==> config.mk <==
export PLATFORM = sky130hd
export DESIGN_NAME = fifo_wr_arbiter
export DESIGN_NICKNAME = d
export VERILOG_FILES = /design/src/rtl/fifo_arb_pkg.sv /design/src/rtl/fifo_wr_arbiter_rr_pick.sv /design/src/rtl/fifo_wr_arbiter.sv
export SDC_FILE = /design/constraint.sdc
export NUM_CORES = 1
export LEC_CHECK = 0
export ABC_AREA = 1
export CAP_MARGIN = 20
export CORE_MARGIN = 10
export CORE_UTILIZATION = 41
export DETAILED_ROUTE_END_ITERATION = 7
export PLACE_DENSITY = 0.88
export REMOVE_ABC_BUFFERS = 1
export SETUP_SLACK_MARGIN = 0.1
export SLEW_MARGIN = 20
export SYNTH_ARGS = -nofsm -noshare
export SYNTH_HDL_FRONTEND = slang
export SYNTH_SLANG_ARGS = --single-unit
==> constraint.sdc <==
create_clock -name clock -period 3.3 [get_ports clock]
set_clock_uncertainty 0.2 [all_clocks]
set_input_delay 0.66 -clock clock [delete_from_list [all_inputs] [get_ports clock]]
set_output_delay 0.66 -clock clock [all_outputs]
set_load 0.005 [all_outputs]
==> src/rtl/fifo_arb_pkg.sv <==
// Shared types and width helpers for the FIFO write-side arbiter.
package fifo_arb_pkg;

    typedef enum logic {
        IDLE  = 1'b0,
        BURST = 1'b1
    } arb_state_t;

    localparam int STAT_W = 16;

    // Index width for n items; never below one bit so single-entry counters still exist.
    function automatic int grant_w(input int n);
        int w;
        w = 1;
        while ((1 << w) < n) begin
            w = w + 1;
        end
        return w;
    endfunction

endpackage

==> src/rtl/fifo_wr_arbiter_rr_pick.sv <==
// Rotating-priority encoder: first set request at or above rr_ptr, wrapping modulo NUM_REQ.
module rr_pick
    import fifo_arb_pkg::*;
#(
    parameter int NUM_REQ = 4,
    parameter int GRANT_W = 2
) (
    input  logic [NUM_REQ-1:0] req,
    input  logic [GRANT_W-1:0] rr_ptr,
    output logic [GRANT_W-1:0] pick,
    output logic               any_valid
);

    logic [GRANT_W-1:0] idx_s;

    // Scan from the farthest offset down so the nearest hit to rr_ptr is written last.
    always_comb begin
        pick      = '0;
        any_valid = 1'b0;
        idx_s     = '0;
        for (int i = NUM_REQ - 1; i >= 0; i--) begin
            idx_s = GRANT_W'((int'(rr_ptr) + i) % NUM_REQ);
            if (req[idx_s]) begin
                pick      = idx_s;
                any_valid = 1'b1;
            end else begin
                any_valid = any_valid;
            end
        end
    end

endmodule

==> src/rtl/fifo_wr_arbiter.sv <==
// Round-robin burst arbiter sharing one FIFO write port between NUM_REQ requesters.
// Optional FIFO_ARB_STATS_EN adds saturating stall_cnt / grant_cnt outputs.
module fifo_wr_arbiter
    import fifo_arb_pkg::*;
#(
    parameter int  NUM_REQ    = 4,
    parameter int  DATA_WIDTH = 32,
    parameter int  MAX_BURST  = 4,
    localparam int GRANT_W    = grant_w(NUM_REQ)
) (
    input  logic                          clock,
    input  logic                          rst,
    input  logic [NUM_REQ-1:0]            req_valid,
    input  logic [NUM_REQ*DATA_WIDTH-1:0] req_data,
    output logic [NUM_REQ-1:0]            req_ready,
    output logic [DATA_WIDTH-1:0]         fifo_data,
    output logic                          fifo_valid,
    input  logic                          fifo_full,
    output logic [GRANT_W-1:0]            grant_id,
    output logic                          busy
`ifdef FIFO_ARB_STATS_EN
    ,
    output logic [STAT_W-1:0]             stall_cnt,
    output logic [STAT_W-1:0]             grant_cnt
`endif
);

    localparam int                   BURST_W   = grant_w(MAX_BURST);
    localparam logic [BURST_W-1:0]   LAST_BEAT = BURST_W'(MAX_BURST - 1);
    localparam logic [GRANT_W-1:0]   LAST_REQ  = GRANT_W'(NUM_REQ - 1);

    arb_state_t            state_q, state_d;
    logic [GRANT_W-1:0]    grant_q, grant_d;
    logic [GRANT_W-1:0]    rr_ptr_q, rr_ptr_d;
    logic [BURST_W-1:0]    burst_cnt_q, burst_cnt_d;
    logic [DATA_WIDTH-1:0] data_q, data_d;
    logic                  valid_q, valid_d;

    logic [GRANT_W-1:0]    pick_s;
    logic [GRANT_W-1:0]    next_ptr_s;
    logic [DATA_WIDTH-1:0] word_s;
    logic                  any_s;
    logic                  load_en_s;
    logic                  grant_valid_s;
    logic                  accept_s;

    rr_pick #(
        .NUM_REQ (NUM_REQ),
        .GRANT_W (GRANT_W)
    ) u_rr_pick (
        .req       (req_valid),
        .rr_ptr    (rr_ptr_q),
        .pick      (pick_s),
        .any_valid (any_s)
    );

    // The output register may load when empty or when the FIFO drains it this edge.
    assign load_en_s     = !valid_q || !fifo_full;
    assign grant_valid_s = req_valid[grant_q];
    assign accept_s      = (state_q == BURST) && load_en_s && grant_valid_s;
    assign next_ptr_s    = (grant_q == LAST_REQ) ? '0 : grant_q + GRANT_W'(1);

    // Select the granted requester's word.
    always_comb begin
        word_s = '0;
        for (int i = 0; i < NUM_REQ; i++) begin
            if (grant_q == GRANT_W'(i)) begin
                word_s = req_data[i*DATA_WIDTH +: DATA_WIDTH];
            end else begin
                word_s = word_s;
            end
        end
    end

    // One-hot accept strobe toward the granted requester only.
    always_comb begin
        req_ready = '0;
        if ((state_q == BURST) && load_en_s) begin
            req_ready[grant_q] = 1'b1;
        end else begin
            req_ready = '0;
        end
    end

    // Next-state logic for arbitration, burst counting and the output register.
    always_comb begin
        state_d     = state_q;
        grant_d     = grant_q;
        rr_ptr_d    = rr_ptr_q;
        burst_cnt_d = burst_cnt_q;
        data_d      = data_q;
        valid_d     = valid_q;
        if (accept_s) begin
            data_d      = word_s;
            valid_d     = 1'b1;
            burst_cnt_d = burst_cnt_q + BURST_W'(1);
        end else if (valid_q && !fifo_full) begin
            valid_d = 1'b0;
        end else begin
            valid_d = valid_q;
        end
        case (state_q)
            IDLE: begin
                if (any_s) begin
                    grant_d     = pick_s;
                    burst_cnt_d = '0;
                    state_d     = BURST;
                end else begin
                    state_d = IDLE;
                end
            end
            BURST: begin
                // A full stall keeps valid high and so never ends the burst.
                if ((accept_s && (burst_cnt_q == LAST_BEAT)) || !grant_valid_s) begin
                    state_d  = IDLE;
                    rr_ptr_d = next_ptr_s;
                end else begin
                    state_d = BURST;
                end
            end
            default: begin
                state_d = IDLE;
            end
        endcase
    end

    // Arbiter state and output register.
    always_ff @(posedge clock or posedge rst) begin
        if (rst) begin
            state_q     <= IDLE;
            grant_q     <= '0;
            rr_ptr_q    <= '0;
            burst_cnt_q <= '0;
            data_q      <= '0;
            valid_q     <= 1'b0;
        end else begin
            state_q     <= state_d;
            grant_q     <= grant_d;
            rr_ptr_q    <= rr_ptr_d;
            burst_cnt_q <= burst_cnt_d;
            data_q      <= data_d;
            valid_q     <= valid_d;
        end
    end

    assign fifo_data  = data_q;
    assign fifo_valid = valid_q;
    assign grant_id   = grant_q;
    assign busy       = (state_q == BURST);

`ifdef FIFO_ARB_STATS_EN
    localparam logic [STAT_W-1:0] STAT_MAX = {STAT_W{1'b1}};

    logic [STAT_W-1:0] stall_cnt_q;
    logic [STAT_W-1:0] grant_cnt_q;

    // Saturating counters for full stalls and new grants.
    always_ff @(posedge clock or posedge rst) begin
        if (rst) begin
            stall_cnt_q <= '0;
            grant_cnt_q <= '0;
        end else begin
            if (valid_q && fifo_full && (stall_cnt_q != STAT_MAX)) begin
                stall_cnt_q <= stall_cnt_q + STAT_W'(1);
            end else begin
                stall_cnt_q <= stall_cnt_q;
            end
            if ((state_q == IDLE) && any_s && (grant_cnt_q != STAT_MAX)) begin
                grant_cnt_q <= grant_cnt_q + STAT_W'(1);
            end else begin
                grant_cnt_q <= grant_cnt_q;
            end
        end
    end

    assign stall_cnt = stall_cnt_q;
    assign grant_cnt = grant_cnt_q;
`endif

endmodule

# Yosys cells after proc, flatten, opt, wreduce, memory -nomap -nowiden
# Index checks and enable logic that the tools add are counted.
[totals] ff_bits=40 input_bits=135 output_inout_bits=40 word_cells=70
[classes] add_sub_neg=5 magnitude_cmp=6 eq_ne=4 n_mux=34 n_bitwise=1 reduce_logical=14
[op_table] operator="32-bit 2-to-1 mux" n=4
[op_table] operator="2-bit 2-to-1 mux" n=8
[op_table] operator="2-bit by 3-bit < comparator with 1-bit output, second input constant" n=5
[op_table] operator="1-bit 2-to-1 mux" n=14
[op_table] operator="1-bit binary-select mux with 2-bit select" n=5
[op_table] operator="2-bit by 1-bit adder with 2-bit output, second input constant" n=3
[op_table] operator="2-bit equality test, second input constant" n=3
[op_table] operator="1-bit logical AND" n=5
[op_table] operator="2-bit adder, second input constant" n=2
[op_table] operator="4-bit 2-to-1 mux" n=1
[op_table] operator="2-bit AND reduction" n=2
[op_table] operator="1-bit logical NOT" n=3
[op_table] operator="1-bit demux with 2-bit select" n=1
[op_table] operator="2-bit by 1-bit equality test with 1-bit output, second input constant" n=1
[op_table] operator="2-bit by 1-bit >= comparator with 1-bit output, second input constant" n=1
[op_table] operator="2-bit logical NOT" n=1
[op_table] operator="1-bit logical OR" n=2
[op_table] operator="1-bit one-hot mux with 2 select lines" n=1
[op_table] operator="2-bit nonzero test" n=1
[op_table] operator="1-bit inverter" n=1

# Longest topological paths before layout
# Gate-level depths: netlist of the first run.
[logic_depth] depth_word=9 depth_mapped=12 depth_no_buf=11

# Modules after synthesis
# From an unflattened synthesis of the first run, not the netlist that was laid out.
[unflattened] hier_cells=494 hier_area_um2=3200.6
[by_module_without_submodules] mod="fifo_wr_arbiter" n_inst=1 cells_per_inst=450 area_each_um2=2985.4 seq_area_each_um2=1001.0
[by_module_without_submodules] mod="rr_pick" n_inst=1 cells_per_inst=44 area_each_um2=215.2 seq_area_each_um2=0.0

# Worst setup path before layout of the first run
# No wires, ideal clock.
[synth_path] kind="register to output" startpoint="reg grant_q[0], in the netlist grant_id[0]" endpoint="out req_ready[2]" arrival_time_ps=1239 required_ps=2440 setup_slack_ps=1201 stages_incl_launch_ff=6 path_buffers=1 cell_sequence="dfrtp_1 -> inv_2 -> ha_1 -> inv_2 -> clkbuf_1 -> nor2_1"
[synth_via] elab_chain_cells=5 word_cells_on_any_way=6 cone_classes="order compare: 2; mux: 3; reduce/logical: 1"
[synth_rtl] element="start, declared" line="fifo_wr_arbiter.sv:33" text="logic [GRANT_W-1:0] grant_q, grant_d;"
[synth_rtl] element="start signal, assigned" line="fifo_wr_arbiter.sv:138" text="grant_q <= grant_d;"
[synth_rtl] element="2-bit by 3-bit < comparator with 1-bit output (implied by the code) or 2-bit by 1-bit >= comparator with 1-bit output (tied branches)" line="fifo_wr_arbiter.sv:79" text="req_ready[grant_q] = 1'b1;"
[synth_rtl] element="1-bit logical AND (implied by the code)" line="fifo_wr_arbiter.sv:79"
[synth_rtl] element="1-bit 2-to-1 mux (implied by the code)" line="fifo_wr_arbiter.sv:79"
[synth_rtl] element="1-bit demux with 2-bit select (*)" line="fifo_wr_arbiter.sv:79"
[synth_rtl] element="4-bit 2-to-1 mux (*)" line="fifo_wr_arbiter.sv:78" text="if ((state_q == BURST) && load_en_s) begin"
[synth_rtl] element="end, declared" line="fifo_wr_arbiter.sv:15" text="output logic [NUM_REQ-1:0] req_ready,"
# Every way passes the cells marked *; elsewhere a longest branch is shown, timed or not.

# Worst setup path after layout of the first run
[layout_path] startpoint="in fifo_full" endpoint="out req_ready[0]"
[layout_via] elab_chain_cells=4
[layout_rtl] element="start, declared" line="fifo_wr_arbiter.sv:18" text="input logic fifo_full,"
[layout_rtl] element="1-bit logical NOT" line="fifo_wr_arbiter.sv:58" text="assign load_en_s = !valid_q || !fifo_full;"
[layout_rtl] element="1-bit logical OR" line="fifo_wr_arbiter.sv:58"
[layout_rtl] element="1-bit logical AND" line="fifo_wr_arbiter.sv:78"
[layout_rtl] element="4-bit 2-to-1 mux" line="fifo_wr_arbiter.sv:78"
# Every way passes these cells.

==> flow_metrics.tcl, run 1 <==
set metrics [dict create \
    p_sw_mw 1.80 \
    hold_path_depth 2 \
    synth-compound-area-share 0.230 \
    rows 30 \
    die_h_um 104 \
    h-tree-depth 2 \
    critical_path_depth 5 \
    synth_edf_count 0 \
    leakage_nw 2.05 \
    cts_buffers 5 \
    dr_total_vias 3516 \
    antenna_found_initial 0 \
    grt_pass1_vias 3497 \
    p_comb_frac 0.677 \
    crit_type "in -> out" \
    pre_cts_slack_ns 0.356 \
    peakVddDrop_uv 1050 \
    synth_area_leaders "dfrtp_1 35%, nand2_1 16%, nor2_1 7.3%" \
    worst-r2r-cell-count 9 \
    final_common_cell "clkdlybuf4s50_1" \
    clk_path_buf_depth 2 \
    wl_per_cell_um 17.4 \
    dr.pass1.iters 4 \
    synth_async_sr_flop_share 1.00 \
    drive_gt1_frac 0.0597 \
    holdCritPathClass "reg -> reg" \
    routed_wl_mm 11.9 \
    viasPerCell 5.16 \
    holdCritStartpoint "fifo_data[21]$_DFFE_PP0P_" \
    fmax_ghz 0.337 \
    cap_violations 0 \
    crit_path_start_kind "input pin" \
    synth_top_family_by_area "simple AND/OR/NAND/NOR gates" \
    tightest_slew_ns 0.744 \
    seq_area_frac_synth 0.349 \
    drc_errors 0 \
    finalPower_mw 3.82 \
    r2r-end "fifo_data[18]$_DFFE_PP0P_" \
    switching_share 0.472 \
    critical_path.endpoint_type "output pin" \
    r2r-start "grant_id[0]$_DFFE_PP0P_" \
    dp_hpwl_mm 9.02 \
    clk_pin_slew_ns 0.08 \
    cp_data_required_time_ns 2.44 \
    root_buffer "clkbuf_8" \
    cp_data_arrival_time_ns 2.10 \
    grt_max_degree 51 \
    clockPowerShare 0.085 \
    fillers 577 \
    layout_common_cells "174 x clkdlybuf4s50_1, 119 x nand2_1, 56 x nor2_1, 40 x dfrtp_1, 36 x o21ai_0" \
    p_int_mw 2.02 \
    syn_to_final_growth_pct 64.1 \
    start_util 0.422 \
    grt_pass1_wl_mm 18.8 \
    slew_viol_final 0 \
    cp_max_fo 5 \
    post-route-min-period_ns 2.96 \
    crit_path_cell_trace "clkdlybuf4s50_1 > nand2_1 > nand2_1 > nor2_1 > clkdlybuf4s50_1" \
    synth_top_area_frac 0.349 \
    max_stage_delay_ns 0.54 \
    slew_headroom 0.501 \
    postCtsHoldBufs 0 \
    rsz0062_at_grt "no" \
    status "finished clean" \
    drt_iter0_drc 175 \
    nets 725 \
    min_to "fifo_data[21]$_DFFE_PP0P_" \
    post_synth_instance_area_um2 2870 \
    ios 175 \
    dieWidth_um 104 \
    n_antenna_cell 0 \
    pwr-share-seq 0.238 \
    crit_path_top_delay_cell "clkdlybuf4s50_1" \
    portBuffers 174 \
    ys_seq_elements 40 \
    grt.total_usage 0.211 \
    ant_nets 0 \
    synthAdderAreaFrac 0.0218 \
    gr-total-overflow 0 \
    yosysWarnings 0 \
    gp_congestion 0.898 \
    cts_resized 0 \
    finalSetupTns_ns 0 \
    cts.sinks 40 \
    synth-simple-area-share 0.311 \
    final_util 0.692 \
    fin_cells 682 \
    fin_ws_ns 0.336 \
    p_per_area_nw_per_um2 813 \
    post_synth_xor_area_fraction 0.00306 \
    hold_viol 0 \
    setup_viol 0 \
    post_cts_buffers 0 \
    cts_tree "done" \
    reg2reg_slack_ns 0.89 \
    place_inst 674 \
    synth.area.mux_share 0 \
    synth.distinct_cells 28 \
    die_area_um2 10700 \
    synth_cells 426 \
    synth.avg_cell_area_um2 6.73 \
    coreArea_um2 6790 \
    synth_ff_type "dfrtp_1" \
    critPathTopFamily "buffers and inverters" \
    fin_crit_sh 0.898 \
    synth_top_cell_by_area "dfrtp_1" \
    insertion_delay_ns 0.29 \
    crit_buf_inv 2 \
]
-- registers in the layout, indices dropped and copies added, names as in the netlist --
| register | cells |
|---|---|
| grant_id | 2 |
| busy | 1 |
| fifo_data | 32 |
| burst_cnt_q | 2 |
| rr_ptr_q | 2 |
| fifo_valid | 1 |
-- cell type report --
cell class	count	area, um^2	area share
repair buffers	182	1800	0.383
multi-input cells	339	1620	0.345
flip-flops and latches	40	1000	0.213
well taps	96	120	0.0255
inverters	17	71.3	0.0152
clock buffers	5	68.8	0.0146
clock inverters	3	18.8	0.00399
-- how the worst max path moves through the flow --
stage	startpoint	to
2_1_floorplan	grant_id[0]$_DFFE_PP0P_	req_ready[3]
3_3_place_gp	fifo_full	req_ready[3]
3_5_place_dp	fifo_full	req_ready[0]
4_1_cts	fifo_full	req_ready[0]
5_1_grt	fifo_full	req_ready[2]
6_report	fifo_full	req_ready[0]
-- worst min-delay path: stages (launching register included) --
cell     delay (ns)
dfrtp_1        0.35
nand2_1        0.05
o21ai_1        0.06
-- power groups by stage --
stage	sequential (mW)	combinational, mW	clock, mW
after CTS	0.906	2.61	0.334
after global placement	0.904	2.51	0
after floorplan	0.902	1.45	0
after detailed placement	0.912	2.60	0
after global routing	0.940	2.88	0.356
final	0.910	2.59	0.324
-- cells by family after synthesis --
group | after synthesis
XOR/XNOR | 1
flip-flops | 40
buffers and inverters | 47
AO/OA/AOI/OAI | 120
adder cells (fa/ha/maj) | 5
AND/OR/NAND/NOR | 213
-- layer usage --
layer,vias up,track usage,routed length (um)
li1,1742,-,-
met1,1628,0.263,5040
met4,0,0.0514,184
met3,16,0.0477,704
met5,-,0,0
met2,130,0.357,5940
-- synth_stat cells, types with 3 or more instances --
cell type	number
a21oi_1	19
a21oi_2	3
a2bb2oi_1	4
a31oi_1	18
buf_2	13
buf_6	5
clkbuf_1	10
dfrtp_1	40
ha_1	5
inv_1	11
inv_2	4
nand2_1	119
nand2_2	4
nand3_1	27
nand3_2	3
nor2_1	56
o21ai_0	36
o21ai_1	32
o22ai_1	8
-- through the flow --
stage	hold WS [ns]	area (um^2)
after global routing	0.328	4700
final	0.297	4700
after detailed placement	0.279	4620
after global placement	0.272	4620
after floorplan	0.282	2690
after CTS	0.298	4700
Power figures use the tool's default switching activity.
==> inputs of run 2 (changes only) <==
--- a/config.mk
+++ b/config.mk
@@ -9,6 +9,7 @@
 export CAP_MARGIN = 20
 export CORE_MARGIN = 10
 export CORE_UTILIZATION = 41
+export CTS_CLUSTER_SIZE = 40
 export DETAILED_ROUTE_END_ITERATION = 7
 export PLACE_DENSITY = 0.88
 export REMOVE_ABC_BUFFERS = 1
==> results of run 2 <==
Final layout, timing and power as in run 1 (identical DEF).
==> inputs of run 3 (changes only) <==
--- a/config.mk
+++ b/config.mk
@@ -6,6 +6,7 @@
 export NUM_CORES = 1
 export LEC_CHECK = 0
 export ABC_AREA = 1
+export ABC_CLOCK_PERIOD_IN_PS = 3300
 export CAP_MARGIN = 20
 export CORE_MARGIN = 10
 export CORE_UTILIZATION = 41
==> results of run 3 <==
Final layout, timing and power as in run 1 (identical DEF).
